[src/rtl/uart_tx_fifo.sv]
// 8N1 UART transmitter with a byte FIFO front-end.
// Bytes pushed with wr are sent LSB first, framed by one start bit (0)
// and one stop bit (1). Each bit lasts prescale+1 HCLK cycles.
module uart_tx_fifo #(
  parameter int DEPTH = 16,
  parameter int AW    = 4
) (
  input  logic          HCLK,
  input  logic          HRESETn,
  input  logic          en,
  input  logic [15:0]   prescale,
  input  logic [7:0]    wdata,
  input  logic          wr,
  input  logic          ovf_clr,
  output logic          full,
  output logic          empty,
  output logic [AW:0]   level,
  output logic          ovf,
  output logic          busy,
  output logic          tx
);

  typedef enum logic [1:0] {IDLE, START, DATA, STOP} state_t;

  localparam logic [AW:0] FULL_LVL = (AW + 1)'(DEPTH);

  logic [7:0]    mem [DEPTH];
  logic [AW-1:0] wp, rp;
  logic [AW:0]   level_n;
  logic          push, pop;

  state_t        state, state_n;
  logic [15:0]   cnt, cnt_n;
  logic [2:0]    idx, idx_n;
  logic [7:0]    shift, shift_n;
  logic          tx_n;
  logic          bit_end;

  // A write is accepted only while there is room; a pop never blocks it.
  assign push = wr && !full;

  // Storage array: no reset needed, contents are qualified by level.
  always_ff @(posedge HCLK) begin
    if (push) mem[wp] <= wdata;
  end

  // Occupancy after this cycle's push/pop; simultaneous push+pop cancels.
  always_comb begin
    level_n = level;
    case ({push, pop})
      2'b10:   level_n = level + 1'b1;
      2'b01:   level_n = level - 1'b1;
      default: level_n = level;
    endcase
  end

  // FIFO pointers, registered occupancy flags and sticky overflow.
  always_ff @(posedge HCLK or negedge HRESETn) begin
    if (!HRESETn) begin
      wp    <= '0;
      rp    <= '0;
      level <= '0;
      full  <= 1'b0;
      empty <= 1'b1;
      ovf   <= 1'b0;
    end else begin
      if (push) wp <= wp + 1'b1;
      if (pop)  rp <= rp + 1'b1;
      level <= level_n;
      full  <= (level_n == FULL_LVL);
      empty <= (level_n == '0);
      // A dropped write wins over a clear in the same cycle.
      if (wr && full)   ovf <= 1'b1;
      else if (ovf_clr) ovf <= 1'b0;
    end
  end

  // Transmit FSM state, baud counter, bit index, shifter and registered tx.
  always_ff @(posedge HCLK or negedge HRESETn) begin
    if (!HRESETn) begin
      state <= IDLE;
      cnt   <= '0;
      idx   <= '0;
      shift <= '0;
      tx    <= 1'b1;
    end else begin
      state <= state_n;
      cnt   <= cnt_n;
      idx   <= idx_n;
      shift <= shift_n;
      tx    <= tx_n;
    end
  end

  assign bit_end = (cnt == '0);
  assign busy    = (state != IDLE);

  // Next-state logic: prescale is loaded at every bit start, so a change
  // mid-bit only affects the following bit. STOP chains into START when
  // more data is queued, giving back-to-back frames with no idle gap.
  always_comb begin
    state_n = state;
    cnt_n   = cnt;
    idx_n   = idx;
    shift_n = shift;
    pop     = 1'b0;
    case (state)
      IDLE: begin
        if (en && !empty) begin
          pop     = 1'b1;
          shift_n = mem[rp];
          cnt_n   = prescale;
          state_n = START;
        end
      end
      START: begin
        if (bit_end) begin
          cnt_n   = prescale;
          idx_n   = '0;
          state_n = DATA;
        end else begin
          cnt_n = cnt - 1'b1;
        end
      end
      DATA: begin
        if (bit_end) begin
          cnt_n   = prescale;
          shift_n = {1'b0, shift[7:1]};
          if (idx == 3'd7) state_n = STOP;
          else             idx_n   = idx + 1'b1;
        end else begin
          cnt_n = cnt - 1'b1;
        end
      end
      STOP: begin
        if (bit_end) begin
          if (en && !empty) begin
            pop     = 1'b1;
            shift_n = mem[rp];
            cnt_n   = prescale;
            state_n = START;
          end else begin
            cnt_n   = '0;
            state_n = IDLE;
          end
        end else begin
          cnt_n = cnt - 1'b1;
        end
      end
      default: state_n = IDLE;
    endcase
  end

  // Line level for the state being entered, so tx is a pure register.
  always_comb begin
    tx_n = 1'b1;
    case (state_n)
      START:   tx_n = 1'b0;
      DATA:    tx_n = shift_n[0];
      default: tx_n = 1'b1;
    endcase
  end

endmodule
[config.mk]
export PLATFORM = sky130hd
export DESIGN_NAME = uart_tx_fifo
export DESIGN_NICKNAME = d
export VERILOG_FILES = /design/src/rtl/uart_tx_fifo.sv
export SDC_FILE = /design/constraint.sdc
export NUM_CORES = 1
export LEC_CHECK = 0
export CORE_AREA = 3 3 131 133
export CTS_CLUSTER_DIAMETER = 150
export CTS_CLUSTER_SIZE = 10
export DETAILED_ROUTE_END_ITERATION = 6
export DIE_AREA = 0 0 134 136
export MAX_ROUTING_LAYER = met4
export PLACE_DENSITY_LB_ADDON = 0.2
export RECOVER_POWER = 25
export SYNTH_ARGS = -nofsm -noshare
export SYNTH_HDL_FRONTEND = slang
export SYNTH_SLANG_ARGS = --single-unit
[constraint.sdc]
create_clock -name HCLK -period 6.2 [get_ports HCLK]
set_input_delay 1.86 -clock HCLK [delete_from_list [all_inputs] [get_ports HCLK]]
set_output_delay 1.86 -clock HCLK [all_outputs]
set_load 0.02 [all_outputs]
==> impl_metrics.csv <==
group,metric,value,unit
global_route,grt_pass1_vias,4746,
synth,synth_edf_count,128,
global_route,grt_usage,19.45,%
critical_path,crit_chain,"dlygate4sd3_1, nor2b_1, inv_1, nand3_1, nor2_2, xor2_1, ha_1, o31ai_1, nand2_1, mux2i_1, nor4_2, a2111oi_4, nor4b_4",
critical_path,crit_path_end_kind,"flop",
synth,netlist_instances,540,
clock_tree,tritoncts,"yes",
critical_path,crit_slowest_cell,"dlygate4sd3_1",
synth,yosysWarnings,0,
sta,final.setup.tns,0,ps
critical_path,cp.required,6530,ps
outcome,status,"complete, but fails checks",
detailed_routing,drt_wl_total,16420,um
global_route,grt_overflow,0,
synth,synth_ff_type,"edfxtp_1",
synth,ys_types,66,
pwr,power_density,476.7,nW/um2
global_route,antenna_found_initial,0,
critical_path,r2r-start,"state[0]",
sta,slew_viol_final,47,
synth,syn_avg_cell_area,14.82,um2
clock_tree,numCtsBuffers,17,
detailed_routing,via_per_inst,5.955,
clock_tree,cts_setup_buffers,0,
synth,syn_nets,586,
layout,register_area,4999,um2
detailed_routing,ant_nets,0,
critical_path,worstPathArrival,5270,ps
floorplan,ios,39,
sta,rsz0062_at_grt,"false",
critical_path,crit_type,"in2reg",
sta,hold_ws,524.7,ps
critical_path,path_max_fanout,9,
clock_tree,cts_resized,0,
job,maxCapViolations,1,
layout,drive_gt1_share,15.75,%
pwr,leakage,3.158,nW
detailed_routing,vias,4764,
layout,diodes,0,
critical_path,cp-start-kind,"input pin",
critical_path,rr_worst_depth,12,
floorplan,rows,46,
synth,synthTopCellsByArea,"edfxtp_1, dfrtp_1, mux4_2",
sta,finalHoldViolCount,0,
layout,multi_input_area,2823,um2
clock_tree,cts_hold_buf,0,
sta,max_freq,202.6,MHz
layout,finish.net_count,618,
pwr,ir_drop,0.0003134,V
outcome,failed_checks,"max-capacitance violations, max-slew violations",
layout,fillers,1290,
global_route,grt_max_degree,47,
worst_hold_path,hold_path_class,"reg2reg",
placed_design,io_buffers,38,
worst_hold_path,hold_path_depth,1,
clock_tree,clock_path_buffers,2,
synth,yosys.area.top_type,"edfxtp_1",
synth,netlist.area_leader.share,48.03,%
floorplan,core,15940,um2
placed_design,routabilityCongestion,0.8808,
clock_tree,cts-root-buf,"clkbuf_16",
synth,yosys-top-cells-count,"edfxtp_1, dfrtp_1, mux4_2",
floorplan,start_util,50.20,%
detailed_routing,route.detailed.wl_per_inst,20.52,um
clock_tree,clkTransAtPathRegs,70,ps
sta,worst_slew_pin_slew,2561,ps
sta,period_needed,4936,ps
critical_path,crit_path_max_incr_delay,550,ps
global_route,grt_first_pass_wirelength,26420,um
floorplan,die_area,18220,um2
synth,synthArstFlopShare,26.44,%
detailed_routing,first_pass_iters,5,
clock_tree,cts_sinks,174,
worst_hold_path,hp-start,"shift[2]",
synth,yosysSeqAreaShare,62.45,%
clock_tree,ctsHtreeMaxLevel,4,
sta,finClkSkew,8.654,ps
detailed_routing,drt-initial-drc-count,331,
floorplan,dieHeight,136,um
synth,synth.most_common_cell,"edfxtp_1",
critical_path,r2r-end,"full",
synth,synth-seq-cells,174,
floorplan,die_width,134,um
critical_path,crit_buf_inv,2,
placed_design,dpl.hpwl,10990,um
worst_hold_path,min_to,"shift[2]",
critical_path,cpLargestDelayFamily,"simple AND/OR/NAND/NOR gates",
detailed_routing,drc_errors,0,
clock_tree,clock_latency,420,ps
sta,max-slew-margin-rel,-70.71,%
sta,setup_violations,0,
layout,syn_to_final_growth,14.01,%
synth,netlist_area,8003,um2
sta,min_period_over_period,79.61,%
critical_path,reg2reg_slack,2270,ps
-- final cells by class --
class | count | share of cell area (%)
clock inverters | 10 | 1.426
flip-flops and latches | 174 | 54.79
repair buffers | 42 | 4.402
multi-input cells | 321 | 30.94
clock buffers | 21 | 4.827
inverters | 16 | 0.6583
well taps | 216 | 2.962
-- sequential cells by signal (all words and copies together) (netlist names), 2 cells and up --
name and flops:
cnt 16, idx 3, level 5, mem 128
rp 4, shift 8, state 2, wp 4
-- cell families (layout without fill, tap and decap cells) --
logic type / Yosys count / in the layout / synth area share [%]
AOI/OAI and AO/OA: 100 / 100 / 8.646
xor gates and xnor gates: 12 / 12 / 1.313
adders and majority gates: 17 / 17 / 2.658
buffers and inverters: 45 / 89 / 2.283
DFF: 174 / 174 / 62.45
muxes: 48 / 48 / 12.32
and+or+nand+nor: 144 / 144 / 10.33
-- routing by layer --
metal | part of all wire (%) | wire (um) | track usage, % | vias to the layer above
met4 | 0.99 | 163 | 4.400 | 0
met3 | 4.4 | 719 | 4.478 | 16
li1 | - | - | - | 2172
met2 | 50 | 8251 | 31.84 | 132
met1 | 44 | 7282 | 25.14 | 2444
met5 | 0 | 0 | - | -
-- worst max path at each step --
stage          start    to  cells after the start
2_1_floorplan     wr  full                     13
4_1_cts           wr  full                     13
6_report          wr  full                     13
3_5_place_dp      wr  full                     13
3_3_place_gp      wr  full                     13
5_1_grt           wr  full                     13
-- placed cells by master, fill, tap and decap left out, types with 17 or more instances in the layout --
cell type,instances
edfxtp_1,128
clkdlybuf4s50_1,33
dfrtp_1,43
nand2_1,26
o21ai_0,30
a21oi_1,25
mux4_2,40
clkbuf_16,17
ha_1,17
nor2_1,29
and2_1,18
-- power by group --
part / internal (mW) / switching [mW]
clock network: 0.600 / 0.446
logic: 0.739 / 0.864
registers: 1.47 / 0.232
total: 2.81 / 1.54
-- stage by stage --
stage | std cells | area [um2] | power (mW) | setup slack, ps | utilization [%]
2_1_floorplan | 540 | 8003 | 2.884 | 1973 | -
3_3_place_gp | 769 | 8557 | 3.279 | 1170 | 53.67
5_1_grt | 800 | 9124 | 4.595 | 1083 | 57.23
3_5_place_dp | 769 | 8557 | 3.325 | 985.4 | 53.67
6_report | 800 | 9124 | 4.349 | 1264 | 57.23
4_1_cts | 800 | 9128 | 4.373 | 1392 | 57.25
(Power assumes the default switching activity.)
